`config.mk`:
```
export PLATFORM = sky130hd
export DESIGN_NAME = pv2000_ram_arbiter
export DESIGN_NICKNAME = d
export VERILOG_FILES = /design/src/rtl/pv2000_mem_pkg.sv /design/src/rtl/pv2000_clear_engine.sv /design/src/rtl/pv2000_ram_arbiter.sv
export SDC_FILE = /design/constraint.sdc
export NUM_CORES = 1
export LEC_CHECK = 0
export CAP_MARGIN = 10
export CORE_MARGIN = 4
export CORE_UTILIZATION = 45
export CTS_CLUSTER_DIAMETER = 60
export DETAILED_ROUTE_END_ITERATION = 16
export GPL_TIMING_DRIVEN = 0
export PLACE_DENSITY = 0.86
export SYNTH_ARGS = -nofsm -noshare
export SYNTH_HDL_FRONTEND = slang
export SYNTH_SLANG_ARGS = --single-unit
```
`constraint.sdc`:
```
create_clock -name clk_sys -period 3.3 [get_ports clk_sys]
set_input_delay 0.33 -clock clk_sys [delete_from_list [all_inputs] [get_ports clk_sys]]
set_output_delay 0.33 -clock clk_sys [all_outputs]
set_load 0.03 [all_outputs]
```
`src/rtl/pv2000_mem_pkg.sv`:
```
// pv2000_mem_pkg: shared types and constants for the PV-2000 main RAM arbiter.
package pv2000_mem_pkg;

    typedef enum logic [1:0] {
        IDLE  = 2'd0,
        DLOAD = 2'd1,
        ERASE = 2'd2,
        HOLD  = 2'd3
    } arb_state_t;

    localparam int RAM_AW  = 16;
    localparam int VRAM_AW = 14;

    localparam logic [RAM_AW-1:0] DEF_CART_BASE   = 16'hC000;
    localparam logic [RAM_AW-1:0] DEF_ERASE_START = 16'h7000;
    localparam logic [RAM_AW-1:0] DEF_ERASE_END   = 16'hFFFF;
    localparam logic [7:0]        DEF_HOLD_CYCLES = 8'd255;

    // Cartridge slots land at the cartridge base; the sum wraps modulo 64 KiB.
    function automatic logic [RAM_AW-1:0] dload_addr(
        input logic [RAM_AW-1:0] addr,
        input logic [7:0]        index,
        input logic [RAM_AW-1:0] cart_base
    );
        return addr + ((index == 8'd0) ? {RAM_AW{1'b0}} : cart_base);
    endfunction

endpackage

```
`src/rtl/pv2000_clear_engine.sv`:
```
// pv2000_clear_engine: after a start pulse issues one write per cycle across [FIRST, LAST].
module pv2000_clear_engine #(
    parameter int            AW    = 16,
    parameter logic [AW-1:0] FIRST = {AW{1'b0}},
    parameter logic [AW-1:0] LAST  = {AW{1'b1}}
) (
    input  logic          clk,
    input  logic          rst_n,
    input  logic          start,
    input  logic          abort,
    output logic [AW-1:0] addr,
    output logic          wren,
    output logic          last
);
    logic [AW-1:0] cnt_r;
    logic          active_r;

    // Address walker; stopping on the compare keeps LAST = all-ones from wrapping to 0.
    always_ff @(posedge clk or negedge rst_n) begin
        if (!rst_n) begin
            cnt_r    <= {AW{1'b0}};
            active_r <= 1'b0;
        end else if (start) begin
            cnt_r    <= FIRST;
            active_r <= 1'b1;
        end else if (abort || last) begin
            active_r <= 1'b0;
        end else if (active_r) begin
            cnt_r <= cnt_r + {{(AW-1){1'b0}}, 1'b1};
        end
    end

    assign addr = cnt_r;
    assign wren = active_r;
    assign last = active_r && (cnt_r == LAST);

endmodule

```
`src/rtl/pv2000_ram_arbiter.sv`:
```
// pv2000_ram_arbiter: shares the main RAM port between download, erase and the Z80 and holds
// sys_reset after each operation. Define PV2000_VRAM_ERASE_EN to also clear VRAM during erase.
module pv2000_ram_arbiter
    import pv2000_mem_pkg::*;
#(
    parameter logic [RAM_AW-1:0] ERASE_START = DEF_ERASE_START,
    parameter logic [RAM_AW-1:0] ERASE_END   = DEF_ERASE_END,
    parameter logic [RAM_AW-1:0] CART_BASE   = DEF_CART_BASE,
    parameter logic [7:0]        HOLD_CYCLES = DEF_HOLD_CYCLES
) (
    input  logic              clk_sys,
    input  logic              reset_n,
    input  logic              erase_req,
    input  logic              ioctl_download,
    input  logic [7:0]        ioctl_index,
    input  logic              ioctl_wr,
    input  logic [24:0]       ioctl_addr,
    input  logic [7:0]        ioctl_dout,
    input  logic [RAM_AW-1:0] cpu_a,
    input  logic              cpu_we_n,
    input  logic [7:0]        cpu_do,
    output logic              cpu_wait,
    output logic [RAM_AW-1:0] ram_addr,
    output logic              ram_wren,
    output logic [7:0]        ram_data,
    output logic              busy,
    output logic              erase_done,
`ifdef PV2000_VRAM_ERASE_EN
    output logic [VRAM_AW-1:0] vram_addr,
    output logic               vram_wren,
    output logic [7:0]         vram_data,
`endif
    output logic              sys_reset
);
    arb_state_t        state_r, state_s;
    logic [7:0]        hold_r;
    logic              erase_req_d_r, erase_pend_r;
    logic              erase_rise_s, eng_start_s, eng_abort_s, hold_load_s, fin_s;
    logic [RAM_AW-1:0] ram_clr_addr_s;
    logic              ram_clr_wren_s, ram_clr_last_s;
    logic              unused_s;

    assign unused_s     = ^ioctl_addr[24:16];
    assign erase_rise_s = erase_req && !erase_req_d_r;
    assign eng_start_s  = (state_r != ERASE) && (state_s == ERASE);
    assign eng_abort_s  = (state_r == ERASE) && ioctl_download;
    assign hold_load_s  = (state_r != HOLD) && (state_s == HOLD);

    pv2000_clear_engine #(.AW(RAM_AW), .FIRST(ERASE_START), .LAST(ERASE_END)) u_ram_clear (
        .clk   (clk_sys),
        .rst_n (reset_n),
        .start (eng_start_s),
        .abort (eng_abort_s),
        .addr  (ram_clr_addr_s),
        .wren  (ram_clr_wren_s),
        .last  (ram_clr_last_s)
    );

`ifdef PV2000_VRAM_ERASE_EN
    logic vram_clr_last_s;

    pv2000_clear_engine #(.AW(VRAM_AW), .FIRST(14'h0000), .LAST(14'h3FFF)) u_vram_clear (
        .clk   (clk_sys),
        .rst_n (reset_n),
        .start (eng_start_s),
        .abort (eng_abort_s),
        .addr  (vram_addr),
        .wren  (vram_wren),
        .last  (vram_clr_last_s)
    );

    assign vram_data = 8'h00;
    assign fin_s     = (ram_clr_last_s || !ram_clr_wren_s) && (vram_clr_last_s || !vram_wren);
`else
    assign fin_s     = ram_clr_last_s;
`endif

    // State register; power-up starts in HOLD so the system sees a full reset hold.
    always_ff @(posedge clk_sys or negedge reset_n) begin
        if (!reset_n) begin
            state_r <= HOLD;
        end else begin
            state_r <= state_s;
        end
    end

    // Erase request edge latch; an aborted erase re-arms itself.
    always_ff @(posedge clk_sys or negedge reset_n) begin
        if (!reset_n) begin
            erase_req_d_r <= 1'b0;
            erase_pend_r  <= 1'b0;
        end else begin
            erase_req_d_r <= erase_req;
            if (erase_rise_s || eng_abort_s) begin
                erase_pend_r <= 1'b1;
            end else if (eng_start_s) begin
                erase_pend_r <= 1'b0;
            end
        end
    end

    // Hold counter, reloaded on each entry into HOLD.
    always_ff @(posedge clk_sys or negedge reset_n) begin
        if (!reset_n) begin
            hold_r <= HOLD_CYCLES;
        end else if (hold_load_s) begin
            hold_r <= HOLD_CYCLES;
        end else if ((state_r == HOLD) && (hold_r != 8'd0)) begin
            hold_r <= hold_r - 8'd1;
        end
    end

    // Next-state logic: download beats erase beats CPU.
    always_comb begin
        state_s = state_r;
        case (state_r)
            IDLE: begin
                if (ioctl_download) begin
                    state_s = DLOAD;
                end else if (erase_pend_r) begin
                    state_s = ERASE;
                end else begin
                    state_s = IDLE;
                end
            end
            DLOAD: begin
                if (!ioctl_download) begin
                    state_s = HOLD;
                end else begin
                    state_s = DLOAD;
                end
            end
            ERASE: begin
                if (ioctl_download) begin
                    state_s = DLOAD;
                end else if (fin_s) begin
                    state_s = HOLD;
                end else begin
                    state_s = ERASE;
                end
            end
            HOLD: begin
                if (ioctl_download) begin
                    state_s = DLOAD;
                end else if (hold_r <= 8'd1) begin
                    state_s = erase_pend_r ? ERASE : IDLE;
                end else begin
                    state_s = HOLD;
                end
            end
            default: begin
                state_s = HOLD;
            end
        endcase
    end

    // RAM port mux and status outputs.
    always_comb begin
        ram_addr   = {RAM_AW{1'b0}};
        ram_wren   = 1'b0;
        ram_data   = 8'h00;
        cpu_wait   = 1'b1;
        busy       = 1'b0;
        erase_done = 1'b0;
        sys_reset  = 1'b1;
        case (state_r)
            IDLE: begin
                ram_addr  = cpu_a;
                ram_wren  = !cpu_we_n;
                ram_data  = cpu_do;
                cpu_wait  = 1'b0;
                sys_reset = 1'b0;
            end
            DLOAD: begin
                ram_addr = dload_addr(ioctl_addr[15:0], ioctl_index, CART_BASE);
                ram_wren = ioctl_wr;
                ram_data = ioctl_dout;
                busy     = 1'b1;
            end
            ERASE: begin
                ram_addr   = ram_clr_addr_s;
                ram_wren   = ram_clr_wren_s;
                busy       = 1'b1;
                erase_done = fin_s && !ioctl_download;
            end
            HOLD: begin
                busy = 1'b0;
            end
            default: begin
                busy = 1'b0;
            end
        endcase
    end

endmodule

```
==> results of run 1 <==
-- per-stage QoR --
step | power [mW] | utilization | area, um^2 | setup WS [ps]
6_report | 2.76 | 0.707 | 3410 | 156
5_1_grt | 2.94 | 0.707 | 3410 | 4.79
4_1_cts | 2.75 | 0.705 | 3400 | 28.0
3_5_place_dp | 2.42 | 0.684 | 3300 | 212
3_3_place_gp | 2.37 | 0.679 | 3270 | 263
2_1_floorplan | 1.69 | - | 2290 | 1110
-- critical path, cell delays in order, from the launching register on --
cell	delay, ps
dfstp_2	550
ha_1	150
clkbuf_1	260
clkbuf_1	500
a22oi_1	190
a21oi_1	190
clkdlybuf4s50_1	700
-- placed cells by master, fill, tap and decap left out, types with 6 or more instances in the layout --
| cell type | count |
|---|---|
| ha_1 | 8 |
| or4_1 | 8 |
| a21oi_1 | 14 |
| clkdlybuf4s50_1 | 89 |
| nor3_1 | 8 |
| dfstp_2 | 10 |
| nand2_1 | 14 |
| mux2i_1 | 6 |
| dfrtp_1 | 19 |
| clkbuf_1 | 12 |
| clkbuf_8 | 7 |
| a222oi_1 | 15 |
| inv_1 | 16 |
| a22o_1 | 8 |
| o21ai_0 | 12 |
| nor2_1 | 28 |
| nand3_1 | 12 |
| o31ai_1 | 11 |
| o211ai_1 | 10 |
-- worst max path at each step --
stage	end	slack, ps	cells after the start
3_3_place_gp	ram_addr[15]	260	9
3_5_place_dp	ram_addr[15]	210	9
6_report	ram_addr[15]	160	6
4_1_cts	ram_addr[7]	30	6
5_1_grt	ram_addr[15]	5	9
2_1_floorplan	ram_addr[15]	1110	7
-- routing by layer --
| metal | GRT usage | part of all wire | up-vias |
|---|---|---|---|
| met2 | 0.407 | 0.50 | 160 |
| met5 | 0 | 0 | - |
| li1 | - | - | 1257 |
| met1 | 0.314 | 0.40 | 1273 |
| met3 | 0.0361 | 0.091 | 16 |
| met4 | 0.0962 | 0.016 | 0 |
-- report_power, final --
group	internal [mW]	switching [mW]	total, mW
logic	0.756	1.14	1.89
clock network	0.188	0.140	0.328
registers	0.444	0.0952	0.540
total	1.39	1.37	2.76
-- layout make-up --
class / instances / share of cell area
well taps: 67 / 0.0246
clock inverters: 1 / 0.00147
flip-flops and latches: 29 / 0.217
repair buffers: 90 / 0.270
plain buffers: 21 / 0.0331
multi-input cells: 206 / 0.409
inverters: 16 / 0.0176
clock buffers: 7 / 0.0283
-- kinds of logic (layout without fill, tap and decap cells) --
family	count (synthesis)	in the layout
AO/OA/AOI/OAI	92	92
XOR/XNOR	3	3
adder cells (fa/ha/maj)	8	8
buffers and inverters	37	135
flip-flops	29	29
multiplexers	6	6
AND/OR/NAND/NOR	97	97
-- sequential cells by signal, indices dropped and copies added, names as in the netlist --
register	flops
erase_pend_r	1
erase_req_d_r	1
hold_r	8
state_r	2
u_ram_clear.addr	16
u_ram_clear.wren	1
==> out/metrics.csv, run 1 <==
metric;value;unit
root buf cell;clkbuf_8;
die width;79.4;um
final hold slack;440;ps
final setup vio count;0;
1st-pass router iterations;9;
post-synth cell types;52;
MaxCap Viol Count;0;
Startpoint Class;flop;
clock period minus worst slack;3140;ps
Post-Syn Instances;272;
syn avg cell area;8.44;um^2
Final ANT Viol Nets;0;
setup bufs post-CTS;0;
Compound-Gate Fraction of Synth Area;0.300;
clk sinks;29;
io pins;100;
area of the multi-input gates;1390;um^2
Max Buffers Root-to-Sink;2;
Core ar.;4820;um^2
first-pass GRT wire length;12400;um
wire length per cell;17.2;um
actual slew at the worst max-slew pin;645;ps
area fraction of the dominant cell type after synthesis;0.207;
worst r2r src;state_r[0];
TritonCTS clock tree;done;
top cells by count, synth;28 x nor2_1, 19 x dfrtp_1, 16 x inv_1;
status;completed;
largest net degree at the start of global routing;19;
HPWL after DPL;5710;um
flop2flop setup slack;920;ps
Period Utilization, post-route;0.953;
Leak Pwr;1.32;nW
crit path launch;state_r[1];
number of global-route vias before repair;2659;
worst reg2reg path endpoint;u_ram_clear.addr[11];
data required time of the worst path;2970;ps
# diodes;0;
DIE AREA;6310;um^2
initial antenna violation count;0;
Slew Limit Fails;0;
register area share after synthesis;0.322;
CP endpoint kind;output pin;
number of synthesized flops with an enable pin;0;
Mapped Nets;351;
Slew headroom;0.568;
XOR/XNOR Fraction of Synth Area;0.0115;
Setup CP Type;flop to output pin;
placed instance count;429;
CTS hold repair buffers;0;
fin nets;448;
Pwr Density;810;nW/um^2
Post-CTS Resized;0;
FILL cells;392;
Vias;2706;
P&R area growth vs syn;48.5;%
vias per cell;6.19;
share of cells above drive strength 1;0.0946;
count leader, synth;nor2_1;
hold_sp;erase_req_d_r;
cts bufs inserted;5;
RSZ-0062 raised after global routing;false;
Reg clk slew, reported paths;70;ps
GRT overflow;0;
top_reg_cell synth;dfrtp_1;
Setup TNS Final;0;ps
largest family of logic cells by synthesized area;compound AO/OA/AOI/OAI gates;
Worst-Skew Late Latency;280;ps
Synth warnings;0;
Arrival @ worst endpoint;2810;ps
Tot GR Track Use;0.243;
worst hold path type;flop to flop;
row count;25;
Remaining DRCs;0;
Hold Vio Cnt, Final;0;
htree depth;2;
adder-cell area share of the yosys netlist;0.0436;
Mapped Area;2290;um^2
asr flop ratio synth;1.00;
cells on worst reg2reg path;7;
Crit Path Max Fanout;10;
Final Wtd Congestion;0.922;
Port-buffer cells;89;
largest area contributor in the netlist;dfrtp_1;
Detailed Route Iter0 Violations;316;
clock skew;10.0;ps
Cell Count, Final, Fillers Out;437;
top cells by area, synth;dfrtp_1 21%, dfstp_2 11%, a222oi_1 6.5%;
FF+latch count, synth;29;
DRT Wirelength;7540;um
maximum VDD drop;0.822;mV
Reg area;738;um^2
simple-gate share of the synthesized area;0.223;
Hold Path Depth;1;
multiplexer area fraction after synthesis;0.0262;
Max Fclk;318;MHz
Die Y-Extent;79.4;um
Hold EP;erase_pend_r;
Starting Density;0.476;
Power figures use the tool's default switching activity.
==> inputs of run 2 (changes only) <==
--- a/config.mk
+++ b/config.mk
@@ -15,3 +15,4 @@
 export SYNTH_ARGS = -nofsm -noshare
 export SYNTH_HDL_FRONTEND = slang
 export SYNTH_SLANG_ARGS = --single-unit
+export TNS_END_PERCENT = 50
==> results of run 2 <==
Same layout as run 1: the final DEF is identical, and so are final timing and power.
